### config.mk
export PLATFORM = sky130hd
export DESIGN_NAME = dm_port_arbiter
export DESIGN_NICKNAME = d
export VERILOG_FILES = /design/src/rtl/dm_port_arbiter.sv
export SDC_FILE = /design/constraint.sdc
export NUM_CORES = 1
export LEC_CHECK = 0
export BUFFER_PORTS_ARGS = -buffer_cell sky130_fd_sc_hd__buf_2
export CORE_AREA = 2 2 97 99
export DETAILED_ROUTE_END_ITERATION = 6
export DIE_AREA = 0 0 99 101
export PLACE_DENSITY = 0.66
export SYNTH_ARGS = -nofsm -noshare
export SYNTH_HDL_FRONTEND = slang
export SYNTH_SLANG_ARGS = --single-unit
### constraint.sdc
create_clock -name sysclk -period 2.7 [get_ports sysclk]
set_input_delay 0.27 -clock sysclk [delete_from_list [all_inputs] [get_ports sysclk]]
set_output_delay 0.27 -clock sysclk [all_outputs]
set_load 0.05 [all_outputs]
### src/rtl/dm_port_arbiter.sv
// dm_port_arbiter: shares the single data-memory port between the execute2
// stage (priority) and a debug/display port, with a starvation guard that
// force-grants a waiting debug request for one stalled cycle.
module dm_port_arbiter #(
    parameter int ADDR_W   = 8,
    parameter int MAX_WAIT = 8
) (
    input  logic              sysclk,
    input  logic              cpu_reset,
    input  logic              cpu_req,
    input  logic [ADDR_W-1:0] cpu_addr,
    input  logic [3:0]        cpu_wren,
    input  logic [31:0]       cpu_wdata,
    output logic [31:0]       cpu_rdata,
    output logic              cpu_stall,
    input  logic              dbg_req,
    input  logic              dbg_we,
    input  logic [ADDR_W-1:0] dbg_addr,
    input  logic [31:0]       dbg_wdata,
    output logic              dbg_ack,
    output logic [31:0]       dbg_rdata,
    output logic [ADDR_W-1:0] mem_addr,
    output logic [3:0]        mem_wren,
    output logic [31:0]       mem_wdata,
    input  logic [31:0]       mem_rdata,
    output logic [15:0]       dbg_grants
);

    localparam int WAIT_W = (MAX_WAIT > 1) ? $clog2(MAX_WAIT) : 1;

    typedef enum logic [1:0] {
        S_IDLE = 2'd0,
        S_DBG  = 2'd1,
        S_ACK  = 2'd2
    } state_t;

    state_t            state, state_next;
    logic [WAIT_W-1:0] wait_cnt, wait_next;

    // State, wait counter and debug-side result registers.
    always_ff @(posedge sysclk) begin
        if (cpu_reset) begin
            state      <= S_IDLE;
            wait_cnt   <= '0;
            dbg_ack    <= 1'b0;
            dbg_rdata  <= '0;
            dbg_grants <= '0;
        end else begin
            state    <= state_next;
            wait_cnt <= wait_next;
            dbg_ack  <= (state == S_DBG);
            if (state == S_DBG) begin
                dbg_rdata  <= mem_rdata;
                dbg_grants <= dbg_grants + 16'd1;
            end
        end
    end

    // Next-state: CPU wins contention until the debug request has waited MAX_WAIT cycles.
    always_comb begin
        state_next = S_IDLE;
        wait_next  = wait_cnt;
        case (state)
            S_IDLE: begin
                if (dbg_req && !cpu_req) begin
                    state_next = S_DBG;
                    wait_next  = '0;
                end else if (dbg_req && cpu_req) begin
                    if (wait_cnt == WAIT_W'(MAX_WAIT - 1)) begin
                        state_next = S_DBG;
                        wait_next  = '0;
                    end else begin
                        wait_next = wait_cnt + WAIT_W'(1);
                    end
                end else begin
                    wait_next = '0;
                end
            end
            S_DBG:   state_next = S_ACK;
            S_ACK:   state_next = S_IDLE;
            default: state_next = S_IDLE;
        endcase
    end

    // Port mux; reset suppresses every write, including one mid debug access.
    always_comb begin
        cpu_rdata = mem_rdata;
        cpu_stall = (state == S_DBG) && cpu_req;
        if (state == S_DBG) begin
            mem_addr  = dbg_addr;
            mem_wdata = dbg_wdata;
            mem_wren  = dbg_we ? 4'hF : 4'h0;
        end else begin
            mem_addr  = cpu_addr;
            mem_wdata = cpu_wdata;
            mem_wren  = cpu_req ? cpu_wren : 4'h0;
        end
        if (cpu_reset) begin
            mem_wren = 4'h0;
        end
    end

endmodule

* Word-level counts from Yosys, hierarchy flattened
Index checks and enable logic that the tools add are counted. Widths: inputs -> output; s select.
Cells by class: add/sub/neg operators 2, equal/unequal tests 2, mux-type cells 13, reductions and logical operators 5
Operators by type and width (count):
- $mux 32 | 1
- $add 16x1->16 const B | 1
- $mux 4 | 4
- $mux 3 | 3
- $mux 8 | 1
- $pmux 2 s2 | 1
- $add 3x1->3 const B | 1
- $eq 3x3->1 const B | 1
- $logic_and 1x1->1 | 3
- $mux 1 | 3
- $eq 2x1->1 const B | 1
- $logic_not 2->1 | 1
- $logic_not 1->1 | 1
Storage, ports and cells: register bits after elaboration 54, input bits 121, output and inout bits 126, word-level logic and storage cells 27

* Depth between registers and ports, before layout
depth in word-level cells 5, gate-level depth with buffers 6, mapped depth without buffers 5

* Worst setup path before layout
No wires, ideal clock.
kind flip-flop to output port, from reg dbg_ack (netlist name), to out mem_wren[0], arrival time 2046 ps, required time 2430 ps, slack 384 ps, stages on the path, launching flop included 6, path buffers 2, path through dfxtp_1 -> nand2b_1 -> clkbuf_1 -> buf_2 -> nand3_1 -> a21oi_1
RTL lines:
- to (decl) | line 23 | output logic [3:0] mem_wren,

==> metrics.log <==
[metrics] result of the run: completed
[metrics] cell-internal power: 0.001240 W
[metrics] number of distinct library cell variants in the gate-level netlist after synthesis: 33
[metrics] Synthesis Warnings: 0
[metrics] Worst-path clk slew: 0.10 ns
[metrics] IO buf count: 246
[metrics] critical path start-end classification: register to output port
[metrics] final routed wirelength across all metal layers: 9183 µm
[metrics] post-detailed-route DRC marker count: 0
[metrics] floorplan die width: 99 µm
[metrics] static leakage: 2.163 nW
[metrics] post-route insts no fill: 726
[metrics] power per cell area: 500.3 nW/µm²
[metrics] final worst path period need: 2.230 ns
[metrics] maximum buffer depth of the clock tree: 2
[metrics] share of synthesized registers carrying an async set or reset: 0%
[metrics] clock tree from TritonCTS: done
[metrics] wire length of the first global-routing pass: 13,460 µm
[metrics] NetSw: 0.0007509 W
[metrics] clock latency at the later pin of the worst-skew pair: 0.30 ns
[metrics] number of detailed-routing iterations run before antenna repair: 6
[metrics] vias in the first global route: 2,831
[metrics] number of vias after detailed routing: 3,330
[metrics] most instantiated flip-flop cell in the synthesis netlist: sky130_fd_sc_hd__dfxtp_1
[metrics] Crit Reg-Reg Startpoint: dbg_ack
[metrics] count of final hold-check violations: 0
[metrics] maxcap violations: 0
[metrics] worst clock skew on the final layout: 0.01303 ns
[metrics] Flop pwr share: 40.7%
[metrics] commonest non-fill, non-tap cells in the layout: sky130_fd_sc_hd__buf_2 (246), sky130_fd_sc_hd__nand2_1 (193), sky130_fd_sc_hd__dfxtp_1 (53)
[metrics] Post-Synthesis Net Count: 540
[metrics] largest net degree at the start of global routing: 37
[metrics] Final Hold Slack: 0.2001 ns
[metrics] diode count: 0
[metrics] number of antenna violations at the first check in global routing: 0
[metrics] number of nets with antenna violations after detailed routing: 0
[metrics] total global-route track usage: 16.72%
[metrics] Die Height: 101 µm
[metrics] area of the mapped netlist: 2804 µm²
[metrics] Switching Fraction: 37.72%
[metrics] Std-Cell Core Area: 8977 µm²
[metrics] tightest slew margin relative to the limit: 55.37%
[metrics] WL/cell: 12.65 µm
[metrics] post-layout util: 44.32%
[metrics] initial core utilization: 31.23%
[metrics] quantity of gates resized following cts: 0
[metrics] P&R area growth vs syn: 41.90%
[metrics] arrival time reported for the critical path endpoint: 1.96 ns
[metrics] clock group share of total power: 27.0%
[metrics] GPL Wtd Cong: 1.032
[metrics] combinational share of power: 32.3%
[metrics] Inserted Clock Buffers: 5
[metrics] Filler Cells Inserted: 984
[metrics] share of the yosys chip area belonging to registers: 37.84%
[metrics] transition time at the pin with the least slew margin: 0.6694 ns
[metrics] critical path launch point type: register
[metrics] largest vdd supply drop: 0.3131 mV
[metrics] #FFs+latches synth: 53
[metrics] accumulated negative setup slack: 0 ns
[metrics] post-detailed-placement half-perimeter wirelength: 7295 µm
[metrics] setup fix buffers added after clock tree synthesis: 0
[metrics] f_max: 0.4484 GHz
[metrics] RSZ-0062 raised after global routing: no
[metrics] H-tree levels: 2
[metrics] Root Driver: sky130_fd_sc_hd__clkbuf_8
[metrics] hold bufs inserted after CTS: 0
[metrics] share of post-route cells with drive strength above 1: 43.09%
[metrics] max-slew violation count: 0
[metrics] critical path fanouts, max: 35
[metrics] final net count: 739
[metrics] CP required: 2.43 ns
[metrics] Worst setup startpoint: dbg_ack
[metrics] DRC marker count from the first detailed-route iteration: 114
[metrics] gate count after technology mapping: 416
[metrics] CTS sink cnt: 53
[metrics] critical hold path startpoint: mem_rdata[19]
[metrics] Top-Level Pins: 247
[metrics] Worst Setup Slack post-DPL: 0.7978 ns
[metrics] placed cell count: 719
[metrics] Avg Synthesized Cell Area: 6.740 µm²
[metrics] global route total overflow: 0
[metrics] Hold WC Path Type: input pin to register
[metrics] overall die area: 9999 µm²
[metrics] commonest non-fill, non-tap cell in the layout: sky130_fd_sc_hd__buf_2
[metrics] placement row count: 35
[metrics] share of the clock period used by the worst path: 82.59%
[metrics] EDFF count, synth: 0
[metrics] setup-violating endpoint count in the final report: 0
[metrics] Vias per Instance: 4.587
[metrics] min setup slack post-route: 0.4700 ns
[metrics] element type at the critical path end: output port
-- cells in the mapped netlist, types with 2 or more instances --
cell type                    n  area, µm²
sky130_fd_sc_hd__a21oi_1    44      220.2
sky130_fd_sc_hd__a22oi_1     2      15.01
sky130_fd_sc_hd__and2_1      3      18.77
sky130_fd_sc_hd__and4_1      2      17.52
sky130_fd_sc_hd__buf_1       2      7.510
sky130_fd_sc_hd__buf_2       5      25.02
sky130_fd_sc_hd__buf_4      32      240.2
sky130_fd_sc_hd__clkbuf_1   18      67.56
sky130_fd_sc_hd__dfxtp_1    53       1061
sky130_fd_sc_hd__ha_1        3      37.54
sky130_fd_sc_hd__nand2_1   193      724.4
sky130_fd_sc_hd__nand3_1     6      30.03
sky130_fd_sc_hd__nand4_1     6      37.54
sky130_fd_sc_hd__nor2_1     14      52.55
sky130_fd_sc_hd__o21ai_0     5      25.02
sky130_fd_sc_hd__or3_1       2      12.51
sky130_fd_sc_hd__or3_2       3      22.52
sky130_fd_sc_hd__xor2_1      8      70.07
-- path summary, 6_finish.rpt --
kind	to	slack [ns]	cells past startpoint
max	mem_wdata[23]	0.47	5
min reg2reg	dbg_rdata[25]	0.46	2
max reg2reg	dbg_rdata[10]	1.01	4
min	dbg_rdata[19]	0.20	3
-- registers in the layout (all words and copies together), names as in the netlist --
register / count
dbg_rdata: 32
dbg_grants: 16
dbg_ack: 1
wait_cnt: 3
state: 1
-- power groups by stage --
stage,Combinational [W],Clock (W),Sequential [W]
4_1_cts,0.000647,0.000565,0.000811
6_report,0.000643,0.000537,0.000811
3_3_place_gp,0.000644,0,0.000828
5_1_grt,0.000681,0.000590,0.000813
3_5_place_dp,0.000646,0,0.000829
2_1_floorplan,0.000416,0,0.000887
-- critical path, stage by stage, from the launching register on --
cell and delay (ns):
sky130_fd_sc_hd__dfxtp_1 0.37, sky130_fd_sc_hd__nand2b_2 0.57, sky130_fd_sc_hd__buf_4 0.31, sky130_fd_sc_hd__nand2_1 0.07
sky130_fd_sc_hd__nand2_1 0.07, sky130_fd_sc_hd__buf_2 0.26
-- layout make-up --
class	instances	area [µm²]	share of cell area [%]
multi-input cells	303	1386	34.84
inverters	1	3.754	0.09434
repair buffers	251	1281	32.20
clock inverters	2	38.79	0.9748
flip-flops and latches	53	1061	26.67
well taps	111	138.9	3.491
clock buffers	5	68.82	1.730
-- logic make-up (layout without fill, tap and decap cells) --
group,count (synthesis),count (layout),share of synthesized area (%)
compound gates,52,52,9.549
xor+xnor,9,9,2.811
fa+ha+maj,3,3,1.339
buf+inv,60,259,12.85
flops,53,53,37.84
simple gates,239,239,35.61
-- layer usage --
| metal | vias to the layer above | share of wire (%) | global-route usage [%] |
|---|---|---|---|
| met4 | 0 | 0.60 | 4.426 |
| li1 | 1690 | - | - |
| met1 | 1505 | 41 | 20.56 |
| met5 | - | 0 | 0 |
| met2 | 133 | 51 | 30.46 |
| met3 | 2 | 7.1 | 2.497 |
-- stage by stage --
step | power (W) | instance area, µm²
2_1_floorplan | 0.001303 | 2804
3_3_place_gp | 0.001472 | 3871
3_5_place_dp | 0.001475 | 3871
4_1_cts | 0.002023 | 3979
5_1_grt | 0.002085 | 3979
6_report | 0.001991 | 3979
Power figures use the tool's default switching activity.
